File: src/rtl/clockbox_btn_pkg.sv
// clockbox_btn_pkg
//   Shared definitions for the clockbox push-button front end: the per-button
//   conditioning FSM states and the bit positions of each button on btn_raw.
package clockbox_btn_pkg;

  typedef enum logic [1:0] {
    IDLE,
    PRESS_WAIT,
    HELD,
    RELEASE_WAIT
  } btn_state_t;

  localparam int BTN_MODE  = 0;
  localparam int BTN_POWER = 1;
  localparam int BTN_STOP  = 2;
  localparam int BTN_START = 3;

endpackage

File: src/rtl/clockbox_button_debounce.sv
// clockbox_button_debounce
//   One push-button channel: 2-flop synchroniser, debounce FSM, hold counter
//   for the long-press event and (optionally) an auto-repeat generator.
//   Optional feature macro: AUTOREPEAT_EN (without it o_repeat is tied 0 and
//   no repeat counter exists).
// Ports
//   i_clk      system clock
//   i_rst_n    asynchronous active-low reset (deassertion already synchronous)
//   i_raw      raw active-high pin level, asynchronous to i_clk
//   o_level    debounced level, 1 = held
//   o_press    1-cycle pulse on committed press
//   o_release  1-cycle pulse on committed release
//   o_long     1-cycle pulse when the hold reaches LONG_CYC-1 cycles past commit
//   o_repeat   1-cycle auto-repeat pulses
module clockbox_button_debounce
  import clockbox_btn_pkg::*;
#(
  parameter int DEBOUNCE_CYC  = 200,
  parameter int LONG_CYC      = 20000,
  parameter int REPEAT_DELAY  = 5000,
  parameter int REPEAT_PERIOD = 1000
) (
  input  logic i_clk,
  input  logic i_rst_n,
  input  logic i_raw,
  output logic o_level,
  output logic o_press,
  output logic o_release,
  output logic o_long,
  output logic o_repeat
);

  localparam int DB_W   = $clog2(DEBOUNCE_CYC + 1);
  localparam int HOLD_W = $clog2(LONG_CYC + 1);

  localparam logic [DB_W-1:0]   DB_LAST   = DB_W'(DEBOUNCE_CYC - 1);
  localparam logic [HOLD_W-1:0] HOLD_SAT  = HOLD_W'(LONG_CYC);
  localparam logic [HOLD_W-1:0] HOLD_LONG = HOLD_W'(LONG_CYC - 1);

  if (DEBOUNCE_CYC < 1 || LONG_CYC < 1 || REPEAT_DELAY < 1 || REPEAT_PERIOD < 1) begin : g_bad_cfg
    $error("clockbox_button_debounce: all cycle counts must be >= 1");
  end

  logic [1:0]        r_sync;
  logic              w_sync;
  btn_state_t        r_state, w_state_nxt;
  logic [DB_W-1:0]   r_db_cnt, w_db_cnt_nxt;
  logic [HOLD_W-1:0] r_hold_cnt, w_hold_cnt_nxt;
  logic              r_level, w_level_nxt;
  logic              r_press, w_press_nxt;
  logic              r_release, w_release_nxt;
  logic              w_active;

  assign w_sync   = r_sync[1];
  assign w_active = (r_state == HELD) || (r_state == RELEASE_WAIT);

  always_ff @(posedge i_clk or negedge i_rst_n) begin
    if (!i_rst_n) begin
      r_sync     <= '0;
      r_state    <= IDLE;
      r_db_cnt   <= '0;
      r_hold_cnt <= '0;
      r_level    <= 1'b0;
      r_press    <= 1'b0;
      r_release  <= 1'b0;
    end else begin
      r_sync     <= {r_sync[0], i_raw};
      r_state    <= w_state_nxt;
      r_db_cnt   <= w_db_cnt_nxt;
      r_hold_cnt <= w_hold_cnt_nxt;
      r_level    <= w_level_nxt;
      r_press    <= w_press_nxt;
      r_release  <= w_release_nxt;
    end
  end

  always_comb begin
    w_state_nxt    = r_state;
    w_db_cnt_nxt   = r_db_cnt;
    w_hold_cnt_nxt = r_hold_cnt;
    w_level_nxt    = r_level;
    w_press_nxt    = 1'b0;
    w_release_nxt  = 1'b0;
    // hold time keeps running through a pending release so a bounce on the
    // way up does not restart the long-press timer
    if (w_active && r_hold_cnt != HOLD_SAT)
      w_hold_cnt_nxt = r_hold_cnt + 1'b1;
    case (r_state)
      IDLE: begin
        w_db_cnt_nxt   = '0;
        w_hold_cnt_nxt = '0;
        if (w_sync) w_state_nxt = PRESS_WAIT;
      end
      PRESS_WAIT: begin
        if (!w_sync) begin
          w_state_nxt  = IDLE;
          w_db_cnt_nxt = '0;
        end else if (r_db_cnt == DB_LAST) begin
          w_state_nxt    = HELD;
          w_db_cnt_nxt   = '0;
          w_hold_cnt_nxt = '0;
          w_press_nxt    = 1'b1;
          w_level_nxt    = 1'b1;
        end else begin
          w_db_cnt_nxt = r_db_cnt + 1'b1;
        end
      end
      HELD: begin
        if (!w_sync) begin
          w_state_nxt  = RELEASE_WAIT;
          w_db_cnt_nxt = '0;
        end
      end
      RELEASE_WAIT: begin
        if (w_sync) begin
          w_state_nxt  = HELD;
          w_db_cnt_nxt = '0;
        end else if (r_db_cnt == DB_LAST) begin
          w_state_nxt    = IDLE;
          w_db_cnt_nxt   = '0;
          w_hold_cnt_nxt = '0;
          w_release_nxt  = 1'b1;
          w_level_nxt    = 1'b0;
        end else begin
          w_db_cnt_nxt = r_db_cnt + 1'b1;
        end
      end
      default: w_state_nxt = IDLE;
    endcase
  end

  // hold_cnt saturates one past LONG_CYC-1, so this matches for exactly one
  // cycle per press
  assign o_long    = w_active && (r_hold_cnt == HOLD_LONG);
  assign o_level   = r_level;
  assign o_press   = r_press;
  assign o_release = r_release;

`ifdef AUTOREPEAT_EN
  localparam int RPT_MAX = (REPEAT_DELAY > REPEAT_PERIOD) ? REPEAT_DELAY : REPEAT_PERIOD;
  localparam int RPT_W   = $clog2(RPT_MAX + 1);
  localparam logic [RPT_W-1:0] RPT_DELAY_M1  = RPT_W'(REPEAT_DELAY - 1);
  localparam logic [RPT_W-1:0] RPT_PERIOD_M1 = RPT_W'(REPEAT_PERIOD - 1);

  logic [RPT_W-1:0] r_rpt_cnt;
  logic             r_rpt_armed;   // first pulse already issued this press
  logic             w_rpt_hit;

  assign w_rpt_hit = w_active &&
                     (r_rpt_cnt == (r_rpt_armed ? RPT_PERIOD_M1 : RPT_DELAY_M1));

  always_ff @(posedge i_clk or negedge i_rst_n) begin
    if (!i_rst_n) begin
      r_rpt_cnt   <= '0;
      r_rpt_armed <= 1'b0;
    end else if (!w_active) begin
      r_rpt_cnt   <= '0;
      r_rpt_armed <= 1'b0;
    end else if (w_rpt_hit) begin
      r_rpt_cnt   <= '0;
      r_rpt_armed <= 1'b1;
    end else begin
      r_rpt_cnt <= r_rpt_cnt + 1'b1;
    end
  end

  assign o_repeat = w_rpt_hit;
`else
  assign o_repeat = 1'b0;
`endif

endmodule

File: src/rtl/clockbox_button_frontend.sv
// clockbox_button_frontend
//   Input conditioner for the clockbox buttons (bit0 mode, bit1 power,
//   bit2 stop, bit3 start). Each bit gets its own independent debounce
//   channel; outputs are the per-bit concatenation of the channels.
//   Optional feature macro: AUTOREPEAT_EN enables btn_repeat pulses.
//   reset_L is expected to be deasserted synchronously to clock upstream.
// Ports
//   clock        system clock (10 kHz)
//   reset_L      asynchronous active-low reset
//   btn_raw      raw active-high pin levels
//   btn_level    debounced levels
//   btn_press    1-cycle press pulses
//   btn_release  1-cycle release pulses
//   btn_long     1-cycle long-press pulses
//   btn_repeat   1-cycle auto-repeat pulses (0 without AUTOREPEAT_EN)
module clockbox_button_frontend #(
  parameter int N_BTN         = 4,
  parameter int DEBOUNCE_CYC  = 200,
  parameter int LONG_CYC      = 20000,
  parameter int REPEAT_DELAY  = 5000,
  parameter int REPEAT_PERIOD = 1000
) (
  input  logic             clock,
  input  logic             reset_L,
  input  logic [N_BTN-1:0] btn_raw,
  output logic [N_BTN-1:0] btn_level,
  output logic [N_BTN-1:0] btn_press,
  output logic [N_BTN-1:0] btn_release,
  output logic [N_BTN-1:0] btn_long,
  output logic [N_BTN-1:0] btn_repeat
);

  for (genvar g = 0; g < N_BTN; g++) begin : g_btn
    clockbox_button_debounce #(
      .DEBOUNCE_CYC  (DEBOUNCE_CYC),
      .LONG_CYC      (LONG_CYC),
      .REPEAT_DELAY  (REPEAT_DELAY),
      .REPEAT_PERIOD (REPEAT_PERIOD)
    ) u_btn (
      .i_clk     (clock),
      .i_rst_n   (reset_L),
      .i_raw     (btn_raw[g]),
      .o_level   (btn_level[g]),
      .o_press   (btn_press[g]),
      .o_release (btn_release[g]),
      .o_long    (btn_long[g]),
      .o_repeat  (btn_repeat[g])
    );
  end

endmodule

File: config.mk
export PLATFORM = sky130hd
export DESIGN_NAME = clockbox_button_frontend
export DESIGN_NICKNAME = d
export VERILOG_FILES = /design/src/rtl/clockbox_btn_pkg.sv /design/src/rtl/clockbox_button_debounce.sv /design/src/rtl/clockbox_button_frontend.sv
export SDC_FILE = /design/constraint.sdc
export NUM_CORES = 1
export LEC_CHECK = 0
export CAP_MARGIN = 20
export CELL_PAD_IN_SITES_DETAIL_PLACEMENT = 1
export CELL_PAD_IN_SITES_GLOBAL_PLACEMENT = 1
export CORE_MARGIN = 2
export CORE_UTILIZATION = 40
export CTS_CLUSTER_SIZE = 8
export DETAILED_ROUTE_END_ITERATION = 10
export GPL_TIMING_DRIVEN = 0
export PLACE_DENSITY_LB_ADDON = 0.15
export SKIP_CTS_REPAIR_TIMING = 1
export SYNTH_ARGS = -nofsm -noshare
export SYNTH_HDL_FRONTEND = slang
export SYNTH_HIERARCHICAL = 1
export SYNTH_SLANG_ARGS = --single-unit
File: constraint.sdc
create_clock -name clock -period 2 [get_ports clock]
set_clock_uncertainty 0.1 [all_clocks]
set_input_delay 0.3 -clock clock [delete_from_list [all_inputs] [get_ports clock]]
set_output_delay 0.3 -clock clock [all_outputs]
set_load 0.01 [all_outputs]
==> impl_metrics.tcl, run 1 <==
set metrics [dict create \
    syn_to_final_growth_pct 23.9 \
    worstReg2RegEnd "g_btn[3].u_btn/r_hold_cnt[11]$_DFF_PN0_" \
    seq_area_frac_synth 0.468 \
    syn_area_um2 6420 \
    min_path_type "in -> reg" \
    die_w_um 131 \
    finalCritPeriodShare 1.06 \
    slew_headroom 0.625 \
    status "finished with violations" \
    cp.required_ns 1.60 \
    fin_ws_ns -0.130 \
    htree_levels 4 \
    slew_violations 0 \
    cts_num_sinks 120 \
    synth.largest_area_cell "dfrtp_1" \
    antenna_found_initial 0 \
    vias 5076 \
    path_clk_slew_ns 0.06 \
    failed_checks "setup timing" \
    drtAntennaViolNets 0 \
    slowest_delay_ns 0.45 \
    clock_path_buffers 2 \
    ir_drop_mv 0.607 \
    arrival_ns 1.73 \
    syn_area_per_cell_um2 10.1 \
    root_buffer "clkbuf_16" \
    grt-ovfl-total 0 \
    detailed_place_hpwl_um 9600 \
    cp-end-kind "output pin" \
    yosysUniqueCellTypes 51 \
    core_um2 15800 \
    nets 730 \
    synth_flop_cell "dfrtp_1" \
    ff2ff_path_depth 7 \
    critical_path.most_common_cell "nor4bb_4" \
    vias_per_cell 5.40 \
    gp_congestion 0.779 \
    worstHoldEndpoint "g_btn[3].u_btn/r_sync[0]$_DFF_PN0_" \
    hold_viol_final 0 \
    leakage_nw 3.31 \
    power.total_w 0.00585 \
    final_cell_mix "114 x dfrtp_1, 58 x nor2_1, 50 x nand2_1, 43 x buf_4, 37 x nand3_1" \
    fmax_ghz 0.470 \
    drc_errors 0 \
    finalNonFillerCells 940 \
    die-area_um2 17100 \
    first_pass_iters 6 \
    maxCapViolCount 0 \
    diodes 0 \
    grt_pass1_vias 5205 \
    path_delay_family "simple AND/OR/NAND/NOR gates" \
    cp-startpoint "g_btn[3].u_btn/r_hold_cnt[8]$_DFF_PN0_" \
    die-height_um 131 \
    totalWireLength_um 15000 \
    initial_core_util 0.407 \
    finalSetupViolations 3 \
    dp_slack_ns -0.350 \
    critPathMaxFanout 4 \
    syn_nets 654 \
    pin_count 26 \
    synthCells 636 \
    port_buffers 21 \
    grt_max_degree 70 \
    ys_top_cells_by_area "dfrtp_1 47%, xnor2_1 4.6%, nor2_1 3.4%, nand3_1 3.0%, nand2_1 2.9%" \
    numCtsBuffers 17 \
    r2r_slack_ns 0.08 \
    track_usage 0.182 \
    utilization 0.504 \
    synth-edff-count 0 \
    dp.cells 874 \
    async_flop_share 1.00 \
    crit_chain "nor4bb_4 -> nor4bb_4 -> buf_2" \
    cp_num_buf_inv 1 \
    yosys_register_bits 120 \
    critPathKind "reg -> out" \
    clkLatencyLatePin_ns 0.41 \
    rows 46 \
    final_common_cell "dfrtp_1" \
    cts_tree "done" \
    cp_slowest_cell "dfrtp_2" \
    drive_gt1_frac 0.229 \
    final.setup.tns_ns -0.181 \
    cellPowerDensity_nw_per_um2 736 \
    rsz0062_at_grt "yes" \
    drt-initial-drc-count 192 \
    post-route-min-period_ns 2.13 \
    yosysWarnings 6 \
    worstHoldStart "btn_raw[3]" \
    synth_top_area_frac 0.468 \
    wl_per_cell_um 16.0 \
    startpoint_type "flop" \
    tightest_slew_ns 0.560 \
    hold-path-cell-count 1 \
    grt_pass1_wl_um 24900 \
]
cell type report:
class | instances | area, um^2
plain buffers | 27 | 215
clock buffers | 22 | 464
clock inverters | 9 | 148
fillers | 1742 | 7820
inverters | 21 | 82.6
multi-input cells | 467 | 3270
flip-flops and latches | 120 | 3010
well taps | 216 | 270
repair buffers | 58 | 498
through the flow:
step | hold WS [ns] | area, um^2
6_report | 0.226 | 7960
4_1_cts | -0.247 | 7540
3_3_place_gp | 0.238 | 6900
3_5_place_dp | 0.191 | 6930
2_1_floorplan | -0.0956 | 6420
5_1_grt | 0.208 | 7960
layer usage:
metal	wire length, um	share of wire	global-route usage
met1	6910	0.46	0.233
met2	7540	0.50	0.307
met3	393	0.026	0.0480
met5	0	0	0
met4	178	0.012	0.0501
worst reg2reg max path, cell delays in order (launching register included):
cell        delay (ns)
dfrtp_1           0.32
clkbuf_4          0.21
clkinvlp_4        0.16
buf_4             0.18
or3_4             0.37
o22ai_4           0.19
buf_4             0.21
a21oi_1           0.06
power breakdown:
group          leakage (nW)  switching [W]  internal (W)
clock                 0.300        0.00106       0.00213
sequential             1.64      0.0000236       0.00245
combinational          1.38       0.000121     0.0000675
worst max path at each step:
stage | endpoint | slack [ns] | cells past startpoint
6_report | btn_long[3] | -0.13 | 3
5_1_grt | btn_long[3] | -0.25 | 3
4_1_cts | btn_long[3] | -0.85 | 4
3_5_place_dp | btn_long[3] | -0.35 | 4
3_3_place_gp | g_btn[0].u_btn/r_db_cnt[5]$_DFFE_PN0P_ | -4.34 | 1
2_1_floorplan | g_btn[3].u_btn/r_db_cnt[5]$_DFFE_PN0P_ | 0.20 | 6
Yosys cell counts, types with 16 or more instances:
cell     number
dfrtp_1     120
nor2_1       59
nand2_1      50
nand3_1      38
xnor2_1      34
a21oi_1      27
nand4_1      24
o21ai_0      24
inv_1        21
xor2_1       20
nor3_1       16
logic make-up (layout without fill, tap and decap cells):
logic type	count (synthesis)	after routing	share of synthesized area
simple gates	283	283	0.259
flops	120	120	0.468
mux	15	15	0.0242
other cells	4	4	0.00234
buf+inv	49	137	0.0456
xor+xnor	54	54	0.0737
compound gates	99	99	0.104
fa+ha+maj	12	12	0.0234
sequential cells by signal, summed over array words and instances (netlist names), named ones only:
register                cells
g_btn.u_btn/o_level         4
g_btn.u_btn/o_press         4
g_btn.u_btn/o_release       4
g_btn.u_btn/r_db_cnt       32
g_btn.u_btn/r_hold_cnt     60
g_btn.u_btn/r_state         4
g_btn.u_btn/r_sync          8
No activity file was read; power rests on OpenSTA's default activity.
==> run 2, diff against run 1 <==
- PLACE_DENSITY: not set -> 0.73
- PLACE_DENSITY_LB_ADDON: 0.15 -> not set
==> run 2 against run 1 <==
Net effect: the run still ends with setup timing left; clock power is 10% lower; cell area shrank 0.27%; critical path depth up 2; sequential cell count stayed put; core utilization down 0.13 points.
==> impl_metrics.tcl, run 2 (synthesis gave the netlist of run 1 again) <==
set metrics [dict create \
    cellPowerDensity_nw_per_um2 697 \
    largest_reg_flops 60 \
    first_pass_iters 4 \
    detailed_place_hpwl_um 9730 \
    track_usage 0.181 \
    port_buffers 21 \
    failed_checks "setup timing" \
    worstReg2RegEnd "g_btn[3].u_btn/r_hold_cnt[5]$_DFF_PN0_" \
    tightest_slew_ns 0.565 \
    power.total_w 0.00553 \
    htree_levels 4 \
    fin_ws_ns -0.202 \
    rsz0062_at_grt "yes" \
    leakage_nw 3.32 \
    path_clk_slew_ns 0.05 \
    initial_core_util 0.407 \
    largestRegisters "g_btn.u_btn/r_hold_cnt: 60 flops, g_btn.u_btn/r_db_cnt: 32 flops, g_btn.u_btn/r_sync: 8 flops" \
    fmax_ghz 0.454 \
    drc_errors 0 \
    utilization 0.503 \
    cts_num_sinks 120 \
    maxCapViolCount 0 \
    vias 5090 \
    slew_headroom 0.621 \
    crit_chain "clkbuf_4 -> clkinvlp_4 -> nor4_2 -> nor4bb_4 -> buf_2" \
    finalCritPeriodShare 1.10 \
    grt_pass1_wl_um 24500 \
    hold_viol_final 0 \
    grt_pass1_vias 5105 \
    critPathKind "reg -> out" \
    min_path_type "in -> async" \
    clock_path_buffers 2 \
    cp_num_buf_inv 3 \
    cp_slowest_cell "dfrtp_1" \
    totalWireLength_um 15300 \
    core_um2 15800 \
    drive_gt1_frac 0.229 \
    diodes 0 \
    path_delay_family "buffers and inverters" \
    ir_drop_mv 0.604 \
    syn_to_final_growth_pct 23.6 \
    startpoint_type "flop" \
    ff2ff_path_depth 7 \
    cp-end-kind "output pin" \
    slowest_delay_ns 0.36 \
    nets 734 \
    r2r_slack_ns 0.04 \
    drt-initial-drc-count 226 \
    grt-ovfl-total 0 \
    pin_count 26 \
    rows 46 \
    die-area_um2 17100 \
    status "finished with violations" \
    clkLatencyLatePin_ns 0.41 \
    final_common_cell "dfrtp_1" \
    cts_tree "done" \
    die_w_um 131 \
    fin_hold_ws_ns 0.228 \
    vias_per_cell 5.40 \
    dp_slack_ns -0.255 \
    root_buffer "clkbuf_16" \
    antenna_found_initial 0 \
    finalSetupViolations 1 \
    gp_congestion 0.792 \
    grt_max_degree 94 \
    final_cell_mix "117 x dfrtp_1, 57 x nor2_1, 50 x nand2_1, 46 x buf_4, 37 x nand3_1" \
    slew_violations 0 \
    wl_per_cell_um 16.3 \
    largest_register "g_btn.u_btn/r_hold_cnt" \
    drtAntennaViolNets 0 \
    critPathMaxFanout 9 \
    die-height_um 131 \
    numCtsBuffers 17 \
    cp.required_ns 1.60 \
    final.setup.tns_ns -0.202 \
    post-route-min-period_ns 2.20 \
    arrival_ns 1.80 \
]
-- run 2: layer usage --
| metal | GRT usage | vias to the layer above | routed length, um |
|---|---|---|---|
| met5 | 0 | - | 0 |
| li1 | - | 2435 | - |
| met2 | 0.307 | 61 | 7810 |
| met3 | 0.0419 | 17 | 357 |
| met1 | 0.227 | 2577 | 6950 |
| met4 | 0.0651 | 0 | 227 |
-- run 2: stage by stage --
step	instance area, um^2	instances
6_report	7930	942
5_1_grt	7930	942
4_1_cts	7480	903
3_5_place_dp	6930	874
3_3_place_gp	6900	873
2_1_floorplan	6420	636
-- run 2: worst max path at each step --
stage | cells after the start | slack [ns] | startpoint | end
floorplan | 6 | 0.20 | g_btn[3].u_btn/r_db_cnt[0]$_DFFE_PN0P_ | g_btn[3].u_btn/r_db_cnt[5]$_DFFE_PN0P_
global placement | 1 | -4.25 | reset_L | g_btn[0].u_btn/r_db_cnt[6]$_DFFE_PN0P_
detailed placement | 4 | -0.26 | g_btn[3].u_btn/r_hold_cnt[0]$_DFF_PN0_ | btn_long[3]
CTS | 4 | -0.74 | g_btn[3].u_btn/r_hold_cnt[0]$_DFF_PN0_ | btn_long[3]
global route | 5 | -0.29 | flop | btn_long[3]
finish | 5 | -0.20 | flop | btn_long[3]
-- run 2: final cells by class --
class                      instances  area, um^2
fill                            1762        7840
multi-input combinational        467        3280
sequential                       120        3010
timing repair buffer              62         528
clock buffer                      26         509
tap                              216         270
buffer                            27         219
inverter                          21        82.6
clock inverter                     3        40.0
-- run 2: power by group --
| group | total (W) | internal (W) | switching, W |
|---|---|---|---|
| logic | 0.000195 | 0.0000706 | 0.000124 |
| registers | 0.00247 | 0.00245 | 0.0000230 |
| clock network | 0.00286 | 0.00185 | 0.00102 |
| total | 0.00553 | 0.00437 | 0.00116 |
==> run 3, diff against run 2 <==
- HOLD_SLACK_MARGIN: not set -> 0.12
- SKIP_LAST_GASP: not set -> 1
==> results of run 3 <==
Final layout, timing and power as in run 2 (identical DEF).
